File: src/rtl/fifo_ctrl_lvl.sv
// FIFO pointer/flag controller with occupancy level, almost-full/empty thresholds and flush.
// Define FIFO_CTRL_ERR_FLAGS_EN to add sticky overflow/underflow flags with err_clr.
module fifo_ctrl_lvl #(
    parameter int unsigned ADDR_WIDTH = 3,
    parameter int unsigned AF_LEVEL   = (1 << ADDR_WIDTH) - 2,
    parameter int unsigned AE_LEVEL   = 2
) (
    input  logic                  clk,
    input  logic                  reset_n,
    input  logic                  wr,
    input  logic                  rd,
    input  logic                  flush,
`ifdef FIFO_CTRL_ERR_FLAGS_EN
    input  logic                  err_clr,
    output logic                  overflow,
    output logic                  underflow,
`endif
    output logic                  wr_en,
    output logic                  rd_en,
    output logic [ADDR_WIDTH-1:0] w_addr,
    output logic [ADDR_WIDTH-1:0] r_addr,
    output logic [ADDR_WIDTH:0]   level,
    output logic                  full,
    output logic                  empty,
    output logic                  almost_full,
    output logic                  almost_empty
);

    localparam int unsigned DEPTH = 1 << ADDR_WIDTH;
    localparam int unsigned LW    = ADDR_WIDTH + 1;

    logic [ADDR_WIDTH-1:0] w_ptr_q, w_ptr_d;
    logic [ADDR_WIDTH-1:0] r_ptr_q, r_ptr_d;
    logic [LW-1:0]         level_q, level_d;
    logic                  full_q, full_d;
    logic                  empty_q, empty_d;
    logic                  af_q, af_d;
    logic                  ae_q, ae_d;

    // Accept strobes: full+read is safe because read data is sampled before the edge.
    assign wr_en = reset_n & ~flush & wr & (~full_q | rd);
    assign rd_en = reset_n & ~flush & rd & ~empty_q;

    always_comb begin
        w_ptr_d = w_ptr_q;
        r_ptr_d = r_ptr_q;
        level_d = level_q;
        if (flush) begin
            w_ptr_d = '0;
            r_ptr_d = '0;
            level_d = '0;
        end else begin
            if (wr_en) w_ptr_d = w_ptr_q + ADDR_WIDTH'(1);
            if (rd_en) r_ptr_d = r_ptr_q + ADDR_WIDTH'(1);
            level_d = level_q + LW'(wr_en) - LW'(rd_en);
        end
        full_d  = (level_d == LW'(DEPTH));
        empty_d = (level_d == '0);
        af_d    = (level_d >= LW'(AF_LEVEL));
        ae_d    = (level_d <= LW'(AE_LEVEL));
    end

    always_ff @(posedge clk) begin
        if (!reset_n) begin
            w_ptr_q <= '0;
            r_ptr_q <= '0;
            level_q <= '0;
            full_q  <= 1'b0;
            empty_q <= 1'b1;
            af_q    <= 1'b0;
            ae_q    <= 1'b1;
        end else begin
            w_ptr_q <= w_ptr_d;
            r_ptr_q <= r_ptr_d;
            level_q <= level_d;
            full_q  <= full_d;
            empty_q <= empty_d;
            af_q    <= af_d;
            ae_q    <= ae_d;
        end
    end

    assign w_addr       = w_ptr_q;
    assign r_addr       = r_ptr_q;
    assign level        = level_q;
    assign full         = full_q;
    assign empty        = empty_q;
    assign almost_full  = af_q;
    assign almost_empty = ae_q;

`ifdef FIFO_CTRL_ERR_FLAGS_EN
    logic ovf_q, ovf_d;
    logic unf_q, unf_d;

    // Sticky error flags; a new event wins over err_clr in the same cycle.
    always_comb begin
        ovf_d = (ovf_q & ~err_clr) | (wr & ~wr_en & ~flush);
        unf_d = (unf_q & ~err_clr) | (rd & ~rd_en & ~flush);
    end

    always_ff @(posedge clk) begin
        if (!reset_n) begin
            ovf_q <= 1'b0;
            unf_q <= 1'b0;
        end else begin
            ovf_q <= ovf_d;
            unf_q <= unf_d;
        end
    end

    assign overflow  = ovf_q;
    assign underflow = unf_q;
`endif

endmodule

File: config.mk
export PLATFORM = sky130hd
export DESIGN_NAME = fifo_ctrl_lvl
export DESIGN_NICKNAME = d
export VERILOG_FILES = /design/src/rtl/fifo_ctrl_lvl.sv
export SDC_FILE = /design/constraint.sdc
export NUM_CORES = 1
export LEC_CHECK = 0
export ABC_CLOCK_PERIOD_IN_PS = 4000
export CAP_MARGIN = 20
export CORE_MARGIN = 5
export CORE_UTILIZATION = 45
export CTS_CLUSTER_DIAMETER = 40
export DETAILED_ROUTE_END_ITERATION = 12
export GPL_TIMING_DRIVEN = 0
export PLACE_DENSITY = 0.78
export SETUP_SLACK_MARGIN = 0.1
export SLEW_MARGIN = 20
export SYNTH_ARGS = -nofsm -noshare
export SYNTH_HDL_FRONTEND = slang
export SYNTH_SLANG_ARGS = --single-unit
File: constraint.sdc
create_clock -name clk -period 4 [get_ports clk]
set_input_delay 0.8 -clock clk [delete_from_list [all_inputs] [get_ports clk]]
set_output_delay 0.8 -clock clk [all_outputs]
set_load 0.005 [all_outputs]
==> key figures, run 1 <==
Timing
  – Fmax: 309.2 MHz
  – Max Slew Vio Count: 0
  – Slew margin rel.: 0.6500
  – Period utilization: 0.8086
  – Fin crit period: 3234 ps
  – Setup violators final: 0
  – Layout Skew: 2.045 ps
  – Measured slew at the worst slew-check pin: roughly 520 ps
  – Unrepaired setup endpoints after global routing: no
  – Sum Neg Setup Slack: 0 ps
  – Endpoints failing hold: 0

Setup path
  – Worst-path cell chain: clkdlybuf4s50_1, nor2b_1, nor2b_1, clkdlybuf4s50_1
  – Worst Setup End Kind: primary output
  – Critical path's slowest cell: clkdlybuf4s50_1
  – Crit Path Max Fanout: 4
  – Crit Reg-Reg Endpoint: almost_full$_SDFF_PN0_
  – Arrival time worst endpoint: around 2400 ps
  – Worst setup startpoint: rd
  – Crit Path Class: in2out
  – Internal reg-to-reg setup slack: 1520 ps
  – Worst EP required: ~3200 ps
  – CP Launch Type: primary input
  – Reg-to-reg critical path startpoint: empty$_SDFF_PN1_
  – R2R depth: 10
  – CP max stage delay: 540 ps

Drt
  – DR pass1 iterations: 3
  – Routed wire length per instance: 11.87 um
  – Initial detailed-routing violation count: 4
  – DRC: 0
  – Final WL: roughly 1200 um
  – Vias per Instance: 4.923
  – DRT antenna net count: 0
  – DR vias: a little over 500

Synthesis
  – Area leader, netlist: dfxtp_1
  – Net Count, Synth: 78
  – Share of the synthesized area in the top cell type: 0.4316
  – Mapped cell area: around 650 sq um
  – Mapped Avg Cell Area: 9.839 sq um
  – Cells after Synth: 66
  – Distinct cells, synth: 25
  – Register area share after synthesis: 0.4316
  – Yosys warnings: 0
  – Synthesized flop and latch total: 14
  – Top cells by area, synth: dfxtp_1 (43%), ha_1 (12%), nor2_1 (6.4%)

Power and ir drop
  – Lkg Pwr: ~0.35 nW
  – Switching share of power: 0.2192
  – Comb pwr share: 0.104
  – Pwr Density: about 270 nW/um^2
  – Sequential share of power: 0.586
  – Psw: 0.00005359 W
  – Cell Int Power: 0.0001909 W
  – VDD IR max: ~0.00025 V
  – Overall Power: 0.0002445 W
  – Clk pwr share: 0.309

Global routing
  – Number of global-route vias before repair: 496
  – Overflow after GRT: 0
  – Largest net degree at the start of global routing: 11
  – First-pass GRT wire length: 2076 um
  – Total GRT Usage: 0.1356
  – Initial antenna violation count: 0

Finish
  – ANT cells: 0
  – Layout cells sized above 1: 0.08989
  – Final Non-Filler Cells: 104
  – Area of the multi-input gates: 330.3 sq um
  – Final nets: 103
  – Area Overhead vs Synth: 37.19%
  – Reg area: between 200 and 300 sq um
  – Most frequent cells in the layout: clkdlybuf4s50_1 (20), dfxtp_1 (14), nor2_1 (11)
  – Fillcell total: 108
  – Commonest non-fill, non-tap cell in the layout: clkdlybuf4s50_1

Clock network
  – CTS clk-pin slew, worst paths: 80 ps
  – Post-CTS Hold Fix Bufs: 0
  – CTS Buf Count: 3
  – H-tree Lvls: 1
  – Post-CTS setup buffers: 0
  – Clock Sinks: 14
  – Post-CTS sizing: 0
  – Clock latency on the worst-skew pair: 270 ps
  – Buffers from clock root to sink, at most: 2
  – CTS tree: done
  – CTS root buf: clkbuf_4

Floorplan
  – Initial Util: 0.4869
  – Die Span Y: 47.99 um
  – FP Rows: 13
  – # IOs: 21
  – Core ar.: about 1300 sq um
  – Die ar.: 2303 sq um
  – Die width: between 40 and 50 um

Min path
  – Hold endpoint: w_addr[2]$_SDFFE_PP0N_
  – Worst Hold Class: reg2reg
  – Hold depth: 2
  – Hold path startpoint: w_addr[2]$_SDFFE_PP0N_

Placed design
  – Port bufs: 20
  – GPL Wtd Cong: roughly 0.65
  – Inst Count DP: between 100 and 150
  – Post-DP HPWL: just over 1000 um

Run status
  – Status: finished, final reports clean

Run
  – Max-Cap Viols: 0
-- sequential cells by signal, indices dropped and copies added, names as in the netlist --
| register | flops |
|---|---|
| almost_empty | 1 |
| level | 4 |
| almost_full | 1 |
| w_addr | 3 |
| empty | 1 |
| full | 1 |
| r_addr | 3 |
-- routing by layer --
| metal | vias up | wire length (um) | share of wire | GRT usage |
|---|---|---|---|---|
| met3 | 4 | 83 | 0.067 | 0.06767 |
| met4 | 0 | 17 | 0.014 | 0.04839 |
| met1 | 240 | 513 | 0.42 | 0.1538 |
| met2 | 13 | 620 | 0.50 | 0.2190 |
| met5 | - | 0 | 0 | 0 |
| li1 | 255 | - | - | - |
-- critical path, delay by kind of cell --
kind	cells	cell delay (ps)
buffers and inverters	2	1030
and+or+nand+nor	2	600
-- stage by stage --
stage,hold slack [ps],instance area (sq um),util,setup WS (ps)
3_5_place_dp,504.1,868.3,0.6510,509.8
6_report,519.5,890.9,0.6679,765.6
2_1_floorplan,502.4,649.4,-,1205
4_1_cts,529.0,890.9,0.6679,754.0
3_3_place_gp,490.6,868.3,0.6510,546.7
5_1_grt,574.8,890.9,0.6679,645.8
-- power by group through the flow --
| stage | sequential [W] | combinational, W | clock [W] |
|---|---|---|---|
| 3_5_place_dp | 0.000147 | 0.0000258 | 0 |
| 4_1_cts | 0.000143 | 0.0000260 | 0.0000799 |
| 3_3_place_gp | 0.000147 | 0.0000254 | 0 |
| 6_report | 0.000143 | 0.0000255 | 0.0000757 |
| 2_1_floorplan | 0.000147 | 0.0000128 | 0 |
| 5_1_grt | 0.000144 | 0.0000285 | 0.0000852 |
-- worst max path at each step --
stage | end | slack [ps] | cells past startpoint
2_1_floorplan | almost_full$_SDFF_PN0_ | 1210 | 10
4_1_cts | wr_en | 750 | 6
5_1_grt | full$_SDFF_PN0_ | 650 | 11
6_report | rd_en | 770 | 4
3_3_place_gp | almost_full$_SDFF_PN0_ | 550 | 11
3_5_place_dp | almost_full$_SDFF_PN0_ | 510 | 11
-- cells in the mapped netlist, drive strengths merged --
master and number:
a21oi 2, or2 1, nand3 1, a41o 1, dfxtp 14, nor3 1
clkbuf 1, a21o 1, mux2i 2, nand2 1, buf 1, ha 6
nand2b 2, nor2 11, xnor2 2, nor2b 2, o211ai 1, xor2 5
fa 1, o21ai 1, a31o 1, inv 8
-- final cells by class --
cell class / count / share of cell area
multi-input cells: 42 / 0.3708
flip-flops and latches: 14 / 0.3146
repair buffers: 20 / 0.2247
inverters: 8 / 0.03371
clock buffers: 3 / 0.02528
well taps: 15 / 0.02107
plain buffers: 2 / 0.009831
-- cells by family after synthesis --
kind of cell,share of synthesized area
AO/OA/AOI/OAI,0.08092
XOR/XNOR,0.1175
adder cells (fa/ha/maj),0.1464
buffers and inverters,0.05972
flip-flops,0.4316
multiplexers,0.03083
AND/OR/NAND/NOR,0.1329
Power figures use the tool's default switching activity.
==> run 2: changes to the inputs <==
ABC_CLOCK_PERIOD_IN_PS = 3400   (was 4000)
CORE_UTILIZATION = 43   (was 45)
PLACE_DENSITY = 0.75   (was 0.78)
clock period = 3.4 ns   (was 4 ns; I/O delays follow)
==> run 2 against run 1 <==
Critical path type is now in2reg. Via count up 0.20%. Non-clock buffer count unchanged. Core utilization down 5.2 points. Highest routed layer unchanged. First-iteration DRC count up 25%.
==> key figures, run 2 (synthesis gave the netlist of run 1 again) <==
Floorplan
  – Die width: 48.86 um (was 47.99 um)
  – Die ar.: 2387 sq um (was 2303 sq um)
  – Core ar.: 1471 sq um (was 1334 sq um)
  – Initial Util: 0.4413 (was 0.4869)
  – # IOs: 21 (unchanged)
  – Die Span Y: 48.86 um (was 47.99 um)
  – FP Rows: 14 (was 13)

Clock network
  – Post-CTS setup buffers: 0 (unchanged)
  – Post-CTS sizing: 0 (unchanged)
  – Clock Sinks: 14 (unchanged)
  – H-tree Lvls: 1 (unchanged)
  – Post-CTS Hold Fix Bufs: 0 (unchanged)
  – CTS clk-pin slew, worst paths: 80 ps (about the same)
  – CTS Buf Count: 3 (unchanged)
  – CTS tree: done (unchanged)
  – Buffers from clock root to sink, at most: 2 (unchanged)
  – Clock latency on the worst-skew pair: 280 ps (was 270 ps)
  – CTS root buf: clkbuf_4 (unchanged)

Setup path
  – Worst EP required: 3610 ps (was 3200 ps)
  – CP Launch Type: primary input (unchanged)
  – Worst Setup End Kind: flip-flop (was primary output)
  – Reg-to-reg critical path startpoint: empty$_SDFF_PN1_ (unchanged)
  – Crit Path Class: in2reg (was in2out)
  – Crit Path Max Fanout: 5 (was 4)
  – Worst setup startpoint: rd (unchanged)
  – Arrival time worst endpoint: 3240 ps (was 2430 ps)

Timing
  – Layout Skew: 3.158 ps (was 2.045 ps)
  – Fmax: roughly 330 MHz
  – Unrepaired setup endpoints after global routing: no (unchanged)
  – Slew margin rel.: 0.7024 (was 0.6500)
  – WHS: 520.8 ps (was 519.5 ps)
  – Sum Neg Setup Slack: 0 ps (unchanged)
  – Endpoints failing hold: 0 (unchanged)
  – Period utilization: 0.8899
  – Measured slew at the worst slew-check pin: 441.8 ps (was 519.5 ps)
  – Max Slew Vio Count: 0 (unchanged)
  – Fin crit period: 3026 ps
  – Setup violators final: 0 (unchanged)

Finish
  – Max FFs per register: 4 (unchanged)
  – Post-route cell area: 905.9 sq um (was 890.9 sq um)
  – Commonest non-fill, non-tap cell in the layout: clkdlybuf4s50_1 (unchanged)
  – ANT cells: 0 (unchanged)
  – Final nets: 103 (unchanged)
  – Most frequent cells in the layout: clkdlybuf4s50_1 (20), dfxtp_1 (14), nor2_1 (11) (unchanged)
  – Layout cells sized above 1: 0.1000 (was 0.08989)
  – Area Overhead vs Synth: 39.50% (was 37.19%)

Run status
  – Status: finished, final reports clean (unchanged)

Placed design
  – Post-DP HPWL: 924.9 um (was 1015 um)
  – GPL Wtd Cong: 0.6702 (was 0.6490)
  – Port bufs: 20 (unchanged)
  – Placed Area: 869.6 sq um (was 868.3 sq um)

Global routing
  – Largest net degree at the start of global routing: 11 (unchanged)
  – Met1 Resource Use GR: 0.1208 (was 0.1538)
  – Total GRT Usage: 0.1075 (was 0.1356)
  – Number of global-route vias before repair: 511 (was 496)
  – Overflow after GRT: 0 (unchanged)
  – Grt peak-use layer: met2 (unchanged)
  – Met3 Usage GRT: 0.03058 (was 0.06767)
  – Initial antenna violation count: 0 (unchanged)
  – First-pass GRT wire length: 2063 um (was 2076 um)
  – GR Util met2: 0.1826 (was 0.2190)

Power and ir drop
  – Lkg Pwr: 0.3564 nW (was 0.3492 nW)
  – Pwr Density: 349.1 nW/um^2 (was 274.5 nW/um^2)
  – VDD IR max: 0.0002073 V (was 0.0002454 V)

Drt
  – Initial detailed-routing violation count: 5 (was 4)
  – Vias per Instance: 4.840 (was 4.923)
  – Final WL: 1141 um (was 1234 um)
  – DRT antenna net count: 0 (unchanged)
  – DR vias: 513 (was 512)
  – DR pass1 iterations: 3 (unchanged)
  – Routed wire length per instance: 10.76 um (was 11.87 um)
  – DRC: 0 (unchanged)

Min path
  – Hold path startpoint: r_addr[2]$_SDFFE_PP0P_ (was w_addr[2]$_SDFFE_PP0N_)
  – Worst Hold Class: reg2reg (unchanged)

Run
  – Max-Cap Viols: 0 (unchanged)
-- run 2: changes by cell type in the layout (fill, tap and decap cells not counted) --
| cell | delta |
|---|---|
| clkbuf_8 | +1 |
-- run 2: worst max-delay path: stages --
cell and delay, ps:
clkdlybuf4s50_1 500, nor2b_1 310, nor2b_1 240, ha_1 250
inv_1 50, ha_1 160, inv_1 50, fa_1 370
xor2_1 200, or2_2 290, a21oi_1 130
-- run 2: final timing paths --
check | to | slack (ps) | depth (start not counted)
worst min register to register | r_addr[2]$_SDFFE_PP0P_ | 520 | 2
worst max register to register | almost_full$_SDFF_PN0_ | 1000 | 10
worst max-delay path | almost_full$_SDFF_PN0_ | 370 | 11
worst min-delay path | r_addr[2]$_SDFFE_PP0P_ | 520 | 2
-- run 2: area by class of cell --
type | count | area, sq um
inverter | 8 | 30.03
sequential | 14 | 280.3
buffer | 2 | 8.758
tap | 16 | 20.02
clock buffer | 4 | 36.28
fill | 146 | 565.5
timing repair buffer | 20 | 200.2
multi-input combinational | 42 | 330.3
-- run 2: stage by stage --
step                cells  power [W]  utilization  worst slack (ps)
detailed placement    102  0.0002027       0.5910             37.98
floorplan              66  0.0001879            -             725.1
CTS                   106  0.0003210       0.6156             328.6
finish                106  0.0003162       0.6156             374.4
global placement      102  0.0002022       0.5910             83.32
global route          106  0.0003370       0.6156             178.9
-- run 2: power breakdown --
| part | total [W] | switching [W] | internal (W) |
|---|---|---|---|
| Combinational | 0.0000295 | 0.0000127 | 0.0000168 |
| Sequential | 0.000169 | 0.00000203 | 0.000167 |
| Clock | 0.000118 | 0.0000528 | 0.0000651 |
-- run 2: per-layer routing --
metal / up-vias / wire, um
met2: 15 / 560
met3: 4 / 64
met5: - / 0
met1: 235 / 498
met4: 0 / 17
li1: 259 / -
==> run 3: changes to the inputs <==
PLACE_DENSITY = 0.74   (was 0.75)
==> run 3 against run 2 <==
Wire length unchanged. First-iteration DRC count shrank 60%. Core utilization unchanged. Final area did not move. Via count up 1.4%. Register-to-register slack worse by 60 ps. Flip-flop and latch count unchanged. Global-route usage is 0.26 points higher. Largest cell class unchanged.
==> key figures, run 3 (synthesis gave the netlist of run 1 again) <==
Run status
  – Status: finished, final reports clean (unchanged)

Global routing
  – Initial antenna violation count: 0 (unchanged)
  – Overflow after GRT: 0 (unchanged)
  – Number of global-route vias before repair: 522 (was 511)
  – First-pass GRT wire length: 2056 um (was 2063 um)
  – Total GRT Usage: 0.1101 (was 0.1075)
  – Largest net degree at the start of global routing: 11 (unchanged)

Floorplan
  – Die ar.: 2387 sq um (unchanged)
  – Core ar.: 1471 sq um (unchanged)
  – # IOs: 21 (unchanged)
  – Die width: 48.86 um (unchanged)
  – Initial Util: 0.4413 (unchanged)
  – Die Span Y: 48.86 um (unchanged)
  – FP Rows: 14 (unchanged)

Drt
  – Initial detailed-routing violation count: 2 (was 5)
  – DRC: 0 (unchanged)
  – DR pass1 iterations: 3 (unchanged)
  – DR vias: 520 (was 513)
  – Final WL: 1141 um (unchanged)
  – DRT antenna net count: 0 (unchanged)
  – Routed wire length per instance: 10.76 um (unchanged)
  – Vias per Instance: 4.906 (was 4.840)

Timing
  – Layout Skew: 1.993 ps (was 3.158 ps)
  – Endpoints failing hold: 0 (unchanged)
  – Sum Neg Setup Slack: 0 ps (unchanged)
  – Setup violators final: 0 (unchanged)
  – Max Slew Vio Count: 0 (unchanged)
  – Fmax: 327.0 MHz (was 330.5 MHz)
  – Slew margin rel.: 0.7062 (was 0.7024)
  – Measured slew at the worst slew-check pin: 436.1 ps (was 441.8 ps)
  – Unrepaired setup endpoints after global routing: no (unchanged)
  – Fin crit period: 3058 ps (was 3026 ps)
  – Period utilization: 0.8993 (was 0.8899)

Setup path
  – Crit Path Max Fanout: 5 (unchanged)
  – CP max stage delay: 500 ps (about the same)
  – Arrival time worst endpoint: 3280 ps (was 3240 ps)
  – Crit Path Class: in2reg (unchanged)
  – CP Launch Type: primary input (unchanged)
  – Internal reg-to-reg setup slack: 940 ps (was 1000 ps)
  – Worst-path cell chain: clkdlybuf4s50_1, nor2b_1, nor2b_1, ha_1, inv_1, ha_1, inv_1, fa_1, xor2_1, or2_2, a21oi_1 (unchanged)
  – Critical path's slowest cell: clkdlybuf4s50_1 (unchanged)
  – Worst EP required: 3620 ps (was 3610 ps)
  – Worst Setup End Kind: flip-flop (unchanged)

Clock network
  – Post-CTS sizing: 0 (unchanged)
  – CTS Buf Count: 3 (unchanged)
  – Buffers from clock root to sink, at most: 2 (unchanged)
  – Post-CTS Hold Fix Bufs: 0 (unchanged)
  – Clock Sinks: 14 (unchanged)
  – CTS clk-pin slew, worst paths: 80 ps (about the same)
  – CTS tree: done (unchanged)
  – CTS root buf: clkbuf_4 (unchanged)
  – Post-CTS setup buffers: 0 (unchanged)
  – Clock latency on the worst-skew pair: 290 ps (was 280 ps)
  – H-tree Lvls: 1 (unchanged)

Finish
  – Area Overhead vs Synth: 39.50% (unchanged)
  – Commonest non-fill, non-tap cell in the layout: clkdlybuf4s50_1 (unchanged)
  – Max FFs per register: 4 (unchanged)
  – Final nets: 103 (unchanged)
  – Most frequent cells in the layout: clkdlybuf4s50_1 (20), dfxtp_1 (14), nor2_1 (11) (unchanged)
  – ANT cells: 0 (unchanged)
  – Fillcell total: 136 (was 146)
  – Layout cells sized above 1: 0.1000 (unchanged)

Placed design
  – GPL Wtd Cong: 0.6778 (was 0.6702)
  – Port bufs: 20 (unchanged)
  – Post-DP HPWL: 935.7 um (was 924.9 um)

Run
  – Max-Cap Viols: 0 (unchanged)

Min path
  – Worst Hold Class: reg2reg (unchanged)

Power and ir drop
  – VDD IR max: 0.0002294 V (was 0.0002073 V)
  – Overall Power: 0.0003194 W (was 0.0003162 W)
  – Lkg Pwr: 0.3564 nW (unchanged)
  – Pwr Density: 352.6 nW/um^2 (was 349.1 nW/um^2)
[run 3: worst max-delay path: cells and delay by family]
kind / cells / cell delay [ps]
AOI/OAI and AO/OA: 1 / 150
xor gates and xnor gates: 1 / 200
and+or+nand+nor: 3 / 850
buffers and inverters: 3 / 620
adders and majority gates: 3 / 800
[run 3: through the flow]
step           setup slack [ps]  instance area (sq um)  instances  utilization  hold slack, ps
3_3_place_gp              70.35                  869.6        102       0.5910           493.2
3_5_place_dp             -10.83                  869.6        102       0.5910           526.4
5_1_grt                   117.4                  905.9        106       0.6156           574.4
4_1_cts                   303.1                  905.9        106       0.6156           543.5
2_1_floorplan             725.1                  649.4         66            -           502.4
6_report                  342.2                  905.9        106       0.6156           533.5
[run 3: path summary, 6_finish.rpt]
path                     startpoint                     end  depth (start not counted)
max                              rd  almost_full$_SDFF_PN0_                         11
min          w_addr[2]$_SDFFE_PP0N_  w_addr[2]$_SDFFE_PP0N_                          2
max reg2reg        empty$_SDFF_PN1_  almost_full$_SDFF_PN0_                         10
min reg2reg  w_addr[2]$_SDFFE_PP0N_  w_addr[2]$_SDFFE_PP0N_                          2
[run 3: layout make-up]
| cell class | count | area [sq um] | share of cell area |
|---|---|---|---|
| clock buffers | 4 | 36.28 | 0.04006 |
| plain buffers | 2 | 8.758 | 0.009669 |
| well taps | 16 | 20.02 | 0.02210 |
| flip-flops and latches | 14 | 280.3 | 0.3094 |
| multi-input cells | 42 | 330.3 | 0.3646 |
| repair buffers | 20 | 200.2 | 0.2210 |
| inverters | 8 | 30.03 | 0.03315 |
[run 3: per-layer routing]
layer | global-route usage | vias up | wire [um]
met5 | 0 | - | 0
met4 | 0.08072 | 0 | 38
met3 | 0.03670 | 3 | 75
met2 | 0.1739 | 15 | 562
met1 | 0.1210 | 242 | 464
li1 | - | 260 | -
[run 3: power breakdown]
part           internal, W  switching [W]  total [W]
clock            0.0000653      0.0000559   0.000121
combinational    0.0000169      0.0000126  0.0000295
sequential        0.000167     0.00000197   0.000169
